[config.mk]
export PLATFORM = sky130hd
export DESIGN_NAME = datapath_ctrl_fsm_flat
export DESIGN_NICKNAME = d
export VERILOG_FILES = /design/src/rtl/datapath_ctrl_fsm_if.sv /design/src/rtl/datapath_ctrl_fsm.sv /design/src/flat_wrapper.sv
export SDC_FILE = /design/constraint.sdc
export NUM_CORES = 1
export LEC_CHECK = 0
export CORE_MARGIN = 10
export CORE_UTILIZATION = 43
export DETAILED_ROUTE_END_ITERATION = 12
export HOLD_SLACK_MARGIN = 0.02
export PLACE_DENSITY = 0.84
export RECOVER_POWER = 25
export SYNTH_ARGS = -nofsm -noshare
export SYNTH_HDL_FRONTEND = slang
export SYNTH_SLANG_ARGS = --single-unit
[constraint.sdc]
create_clock -name clk -period 4.05 [get_ports clk]
set_input_delay 0.81 -clock clk [delete_from_list [all_inputs] [get_ports clk]]
set_output_delay 0.81 -clock clk [all_outputs]
set_load 0.005 [all_outputs]
[src/rtl/datapath_ctrl_fsm_if.sv]
// Handshake and datapath-control bundle between an instruction source and the sequencer.
// The slave modport is the sequencer side; the master modport is the fetch/driver side.
interface datapath_ctrl_fsm_if;
  logic        start;
  logic [15:0] instr;
  logic        w;
  logic        illegal;
  logic [2:0]  readnum;
  logic        loada;
  logic        loadb;
  logic [1:0]  shift;
  logic        asel;
  logic        bsel;
  logic [1:0]  ALUop;
  logic        loadc;
  logic        loads;
  logic [2:0]  writenum;
  logic        write;
  logic        vsel;
  logic [15:0] datapath_in;

  modport slave (
    input  start, instr,
    output w, illegal, readnum, loada, loadb, shift, asel, bsel, ALUop,
           loadc, loads, writenum, write, vsel, datapath_in
  );

  modport master (
    output start, instr,
    input  w, illegal, readnum, loada, loadb, shift, asel, bsel, ALUop,
           loadc, loads, writenum, write, vsel, datapath_in
  );
endinterface

[src/rtl/datapath_ctrl_fsm.sv]
// Instruction sequencer for the MOV/ADD/CMP/AND/MVN subset: latches one instruction and
// steps the datapath controls one stage per clock. Outputs are Moore (state + IR).
//
//  state    | meaning
//  ---------+-------------------------------------------------------------
//  WAIT     | idle, w=1, accepts start and latches instr into IR
//  DECODE   | classify IR; unsupported encodings pulse illegal and return
//  WR_IMM   | write sign-extended imm8 into Rn
//  LOAD_A   | read Rn into A
//  LOAD_B   | read Rm into B
//  EXEC     | run ALU; CMP updates status only, others load C
//  WR_REG   | write C back into Rd
module datapath_ctrl_fsm (
  input  logic                clk,
  input  logic                reset_n,
  datapath_ctrl_fsm_if.slave  ctrl
);

  typedef enum logic [2:0] {
    S_WAIT   = 3'd0,
    S_DECODE = 3'd1,
    S_WR_IMM = 3'd2,
    S_LOAD_A = 3'd3,
    S_LOAD_B = 3'd4,
    S_EXEC   = 3'd5,
    S_WR_REG = 3'd6
  } state_e;

  state_e      state_q, state_d;
  logic [15:0] ir_q, ir_d;

  logic [2:0] opcode;
  logic [1:0] op;
  logic [2:0] rn, rd, rm;
  logic [1:0] sh;
  logic       is_movi, is_movr, is_mvn, is_add, is_cmp, is_and;

  assign opcode = ir_q[15:13];
  assign op     = ir_q[12:11];
  assign rn     = ir_q[10:8];
  assign rd     = ir_q[7:5];
  assign sh     = ir_q[4:3];
  assign rm     = ir_q[2:0];

  assign is_movi = (opcode == 3'b110) && (op == 2'b10);
  assign is_movr = (opcode == 3'b110) && (op == 2'b00);
  assign is_mvn  = (opcode == 3'b101) && (op == 2'b11);
  assign is_add  = (opcode == 3'b101) && (op == 2'b00);
  assign is_cmp  = (opcode == 3'b101) && (op == 2'b01);
  assign is_and  = (opcode == 3'b101) && (op == 2'b10);

  always_ff @(posedge clk) begin
    if (!reset_n) begin
      state_q <= S_WAIT;
      ir_q    <= 16'h0000;
    end else begin
      state_q <= state_d;
      ir_q    <= ir_d;
    end
  end

  always_comb begin
    state_d          = state_q;
    ir_d             = ir_q;
    ctrl.w           = 1'b0;
    ctrl.illegal     = 1'b0;
    ctrl.readnum     = 3'd0;
    ctrl.loada       = 1'b0;
    ctrl.loadb       = 1'b0;
    ctrl.shift       = 2'b00;
    ctrl.asel        = 1'b0;
    ctrl.bsel        = 1'b0;
    ctrl.ALUop       = 2'b00;
    ctrl.loadc       = 1'b0;
    ctrl.loads       = 1'b0;
    ctrl.writenum    = 3'd0;
    ctrl.write       = 1'b0;
    ctrl.vsel        = 1'b0;
    ctrl.datapath_in = {{8{ir_q[7]}}, ir_q[7:0]};

    case (state_q)
      S_WAIT: begin
        ctrl.w = 1'b1;
        if (ctrl.start) begin
          ir_d    = ctrl.instr;
          state_d = S_DECODE;
        end
      end
      S_DECODE: begin
        if (is_movi)                     state_d = S_WR_IMM;
        else if (is_movr || is_mvn)      state_d = S_LOAD_B;
        else if (is_add || is_cmp || is_and) state_d = S_LOAD_A;
        else begin
          ctrl.illegal = 1'b1;
          state_d      = S_WAIT;
        end
      end
      S_WR_IMM: begin
        ctrl.writenum = rn;
        ctrl.vsel     = 1'b1;
        ctrl.write    = 1'b1;
        state_d       = S_WAIT;
      end
      S_LOAD_A: begin
        ctrl.readnum = rn;
        ctrl.loada   = 1'b1;
        state_d      = S_LOAD_B;
      end
      S_LOAD_B: begin
        ctrl.readnum = rm;
        ctrl.loadb   = 1'b1;
        state_d      = S_EXEC;
      end
      S_EXEC: begin
        ctrl.shift = sh;
        // MOV-reg and MVN pass B through the ALU with A forced to zero
        ctrl.asel  = is_movr || is_mvn;
        if (is_cmp)      ctrl.ALUop = 2'b01;
        else if (is_and) ctrl.ALUop = 2'b10;
        else if (is_mvn) ctrl.ALUop = 2'b11;
        else             ctrl.ALUop = 2'b00;
        if (is_cmp) begin
          ctrl.loads = 1'b1;
          state_d    = S_WAIT;
        end else begin
          ctrl.loadc = 1'b1;
          state_d    = S_WR_REG;
        end
      end
      S_WR_REG: begin
        ctrl.writenum = rd;
        ctrl.write    = 1'b1;
        state_d       = S_WAIT;
      end
      default: state_d = S_WAIT;
    endcase
  end

endmodule

[src/flat_wrapper.sv]
// flat-port wrapper written by rule: the top's interface ports become plain ports
module datapath_ctrl_fsm_flat 
  (clk, reset_n, ctrl_start, ctrl_instr, ctrl_w, ctrl_illegal, ctrl_readnum, ctrl_loada, ctrl_loadb, ctrl_shift, ctrl_asel, ctrl_bsel, ctrl_ALUop, ctrl_loadc, ctrl_loads, ctrl_writenum, ctrl_write, ctrl_vsel, ctrl_datapath_in);
  datapath_ctrl_fsm_if ctrl_i ();
  input  logic clk;
  input  logic reset_n;
  input wire logic [$bits(ctrl_i.start)-1:0] ctrl_start;
  input wire logic [$bits(ctrl_i.instr)-1:0] ctrl_instr;
  output wire logic [$bits(ctrl_i.w)-1:0] ctrl_w;
  output wire logic [$bits(ctrl_i.illegal)-1:0] ctrl_illegal;
  output wire logic [$bits(ctrl_i.readnum)-1:0] ctrl_readnum;
  output wire logic [$bits(ctrl_i.loada)-1:0] ctrl_loada;
  output wire logic [$bits(ctrl_i.loadb)-1:0] ctrl_loadb;
  output wire logic [$bits(ctrl_i.shift)-1:0] ctrl_shift;
  output wire logic [$bits(ctrl_i.asel)-1:0] ctrl_asel;
  output wire logic [$bits(ctrl_i.bsel)-1:0] ctrl_bsel;
  output wire logic [$bits(ctrl_i.ALUop)-1:0] ctrl_ALUop;
  output wire logic [$bits(ctrl_i.loadc)-1:0] ctrl_loadc;
  output wire logic [$bits(ctrl_i.loads)-1:0] ctrl_loads;
  output wire logic [$bits(ctrl_i.writenum)-1:0] ctrl_writenum;
  output wire logic [$bits(ctrl_i.write)-1:0] ctrl_write;
  output wire logic [$bits(ctrl_i.vsel)-1:0] ctrl_vsel;
  output wire logic [$bits(ctrl_i.datapath_in)-1:0] ctrl_datapath_in;
  assign ctrl_i.start = ctrl_start;
  assign ctrl_i.instr = ctrl_instr;
  assign ctrl_w = ctrl_i.w;
  assign ctrl_illegal = ctrl_i.illegal;
  assign ctrl_readnum = ctrl_i.readnum;
  assign ctrl_loada = ctrl_i.loada;
  assign ctrl_loadb = ctrl_i.loadb;
  assign ctrl_shift = ctrl_i.shift;
  assign ctrl_asel = ctrl_i.asel;
  assign ctrl_bsel = ctrl_i.bsel;
  assign ctrl_ALUop = ctrl_i.ALUop;
  assign ctrl_loadc = ctrl_i.loadc;
  assign ctrl_loads = ctrl_i.loads;
  assign ctrl_writenum = ctrl_i.writenum;
  assign ctrl_write = ctrl_i.write;
  assign ctrl_vsel = ctrl_i.vsel;
  assign ctrl_datapath_in = ctrl_i.datapath_in;
  datapath_ctrl_fsm u_core (.clk(clk), .reset_n(reset_n), .ctrl(ctrl_i));
endmodule
==> out/qor.yml <==
logic_synthesis:
  avgSynthCellArea_sq_um: 7.76
  synth_warnings: 0
  synthCells: 147
  synth.distinct_cells: 35
  yosysTopAreaCellShare_pct: 33.3
  synth_area_sq_um: 1140
  synth_edf_count: 0
  synthFlopType: "dfxtp_1"
  synthesis.nets: 166
  ys_seq_area_share_pct: 33.3
  synth_common_cells: "35 x nand2_1, 19 x dfxtp_1, 17 x a21oi_1, 17 x buf_4, 7 x nor2_1"
  ys_ff_latch: 19
  yosys.area.top_type: "dfxtp_1"
  yosys-top-cells-area: "dfxtp_1 33%, nand2_1 12%, buf_4 11%"
  synth_most_common_cell: "nand2_1"
  postSynth.asyncResetShare_pct: 0
pwr:
  power_density_nw_per_um2: 250
  p_leak_uw: 0.000567
  ir_drop_mv: 0.214
clock_network:
  cts_sinks: 19
  htree_levels: 1
  cts_buffer_depth: 2
  ctsRootBufferMaster: "clkbuf_4"
  hold_buffers: 0
  clk_latency_ns: 0.29
  cts_tree: "done"
  post_cts_buffers: 0
  cts_buffers: 3
  post_cts_resized: 0
  path_clk_slew_ns: 0.10
global_routing:
  grt_use_total_pct: 12.4
  grt_util_met3_pct: 5.51
  grt_overflow: 0
  grt_pass1_wl_mm: 5.34
  gr-max-usage-layer: "met2"
  grt_pass1_vias: 1057
  grt_max_degree: 19
  grt_use_met1_pct: 14.2
  grtUsageMet2_pct: 21.1
  antenna_found_initial: 0
routing:
  via_count: 1069
  drt-initial-drc-count: 38
  drtAntennaViolNets: 0
  wl_mm: 3.21
  firstDrtPassIters: 4
  wl_per_cell_um: 15.3
  drc: 0
  vias_per_cell: 5.11
place:
  gp_congestion: 0.860
  numPortBuffers: 53
  dp_hpwl_mm: 2.55
  dp.cells: 205
die:
  initial_utilization_pct: 45.6
  rows: 18
  core_area_sq_um: 2500
  io_pins: 55
  die_h_um: 71.5
  dieArea_sq_um: 5110
  dieWidth_um: 71.5
worst_setup_path:
  criticalPathCategory: "flip-flop to output port"
  cp_max_fo: 18
  startpoint_type: "flip-flop"
  cp_data_arrival_time_ns: 2.24
  endpoint_kind: "output port"
  cp_data_required_time_ns: 3.24
sta:
  rsz0062_at_grt: "false"
  post-route-min-period_ns: 3.05
  worst_pin_slew_ns: 1.40
  drv_slew: 0
  setup_violations: 0
  fmax_mhz: 328
  fin_tns_setup_ns: 0
  slew_headroom_pct: 6.51
  post-route-period-util_pct: 75.4
  finalHoldViolations: 0
  skew_ns: 0.00252
finish:
  fill_cells: 229
  final_cells: 209
  drive_gt1_share_pct: 3.91
  syn2layout_area_growth_pct: 34.9
  antenna_cells: 0
  final_nets: 199
outcome:
  status: "finished, final reports clean"
job:
  cap_viol_max_count: 0
worst_hold_path:
  worstHoldPathType: "flip-flop to flip-flop"
-- cell usage in the layout (no fill, tap or decap), types with 2 or more instances in the layout --
cell type and n:
clkdlybuf4s50_1 44, nand2_1 35, dfxtp_1 19, a21oi_1 17, dlygate4sd3_1 9, nor2_1 7
and2_1 5, o21ai_0 4, mux2i_1 3, nor3_1 3, a22o_1 3, clkbuf_4 3
nand2b_1 2, nor3b_1 2, nor2b_1 2, nand3b_1 2, and3b_1 2
-- per-stage QoR --
stage / setup slack, ns / cell area, sq um / hold slack, ns / power (uW) / util [%]
4_1_cts: 0.960 / 1550 / 0.489 / 391 / 61.9
5_1_grt: 0.779 / 1540 / 0.504 / 405 / 61.6
3_3_place_gp: 1.35 / 1520 / 0.452 / 294 / 60.9
3_5_place_dp: 1.32 / 1520 / 0.476 / 298 / 60.9
6_report: 0.997 / 1540 / 0.482 / 384 / 61.6
2_1_floorplan: 2.12 / 1140 / 0.445 / 265 / -
-- critical path: stages, from the launching register on --
cell	delay (ns)
dfxtp_1	0.71
nor3b_1	0.51
a22o_1	0.23
clkdlybuf4s50_1	0.50
-- kinds of logic after synthesis --
kind of cell    share of synthesized area [%]
buf+inv                                  17.4
simple gates                             31.4
other cells                             0.329
flops                                    33.3
compound gates                           14.9
mux                                      2.63
-- worst paths after layout --
path,slack [ns],depth (start not counted),startpoint,end
setup / recovery,1.0,3,u_core.state_q[2],ctrl_readnum[2]
hold / removal,0.48,2,u_core.ir_q[2],u_core.ir_q[2]
setup reg to reg,1.92,3,u_core.state_q[2],u_core.ir_q[9]
hold reg to reg,0.48,2,u_core.ir_q[2],u_core.ir_q[2]
-- area by class of cell --
type	count	area [sq um]	share of cell area (%)
sequential	19	380	24.7
timing repair buffer	53	531	34.5
multi-input combinational	100	553	35.9
tap	30	37.5	2.44
inverter	3	11.3	0.732
clock buffer	4	26.3	1.71
-- power by group --
group | internal, uW | switching, uW
registers | 198 | 14.4
clock network | 38.2 | 56.5
logic | 46.6 | 30.4
-- registers in the layout, indices dropped and copies added, names as in the netlist --
| signal | cells |
|---|---|
| u_core.ir_q | 16 |
| u_core.state_q | 3 |
-- metal layers --
metal	vias to the layer above	share of wire, %
met3	2	8.9
met5	-	0
met1	491	40
met4	0	0.25
met2	34	50
li1	542	-
No activity file was read; power rests on OpenSTA's default activity.
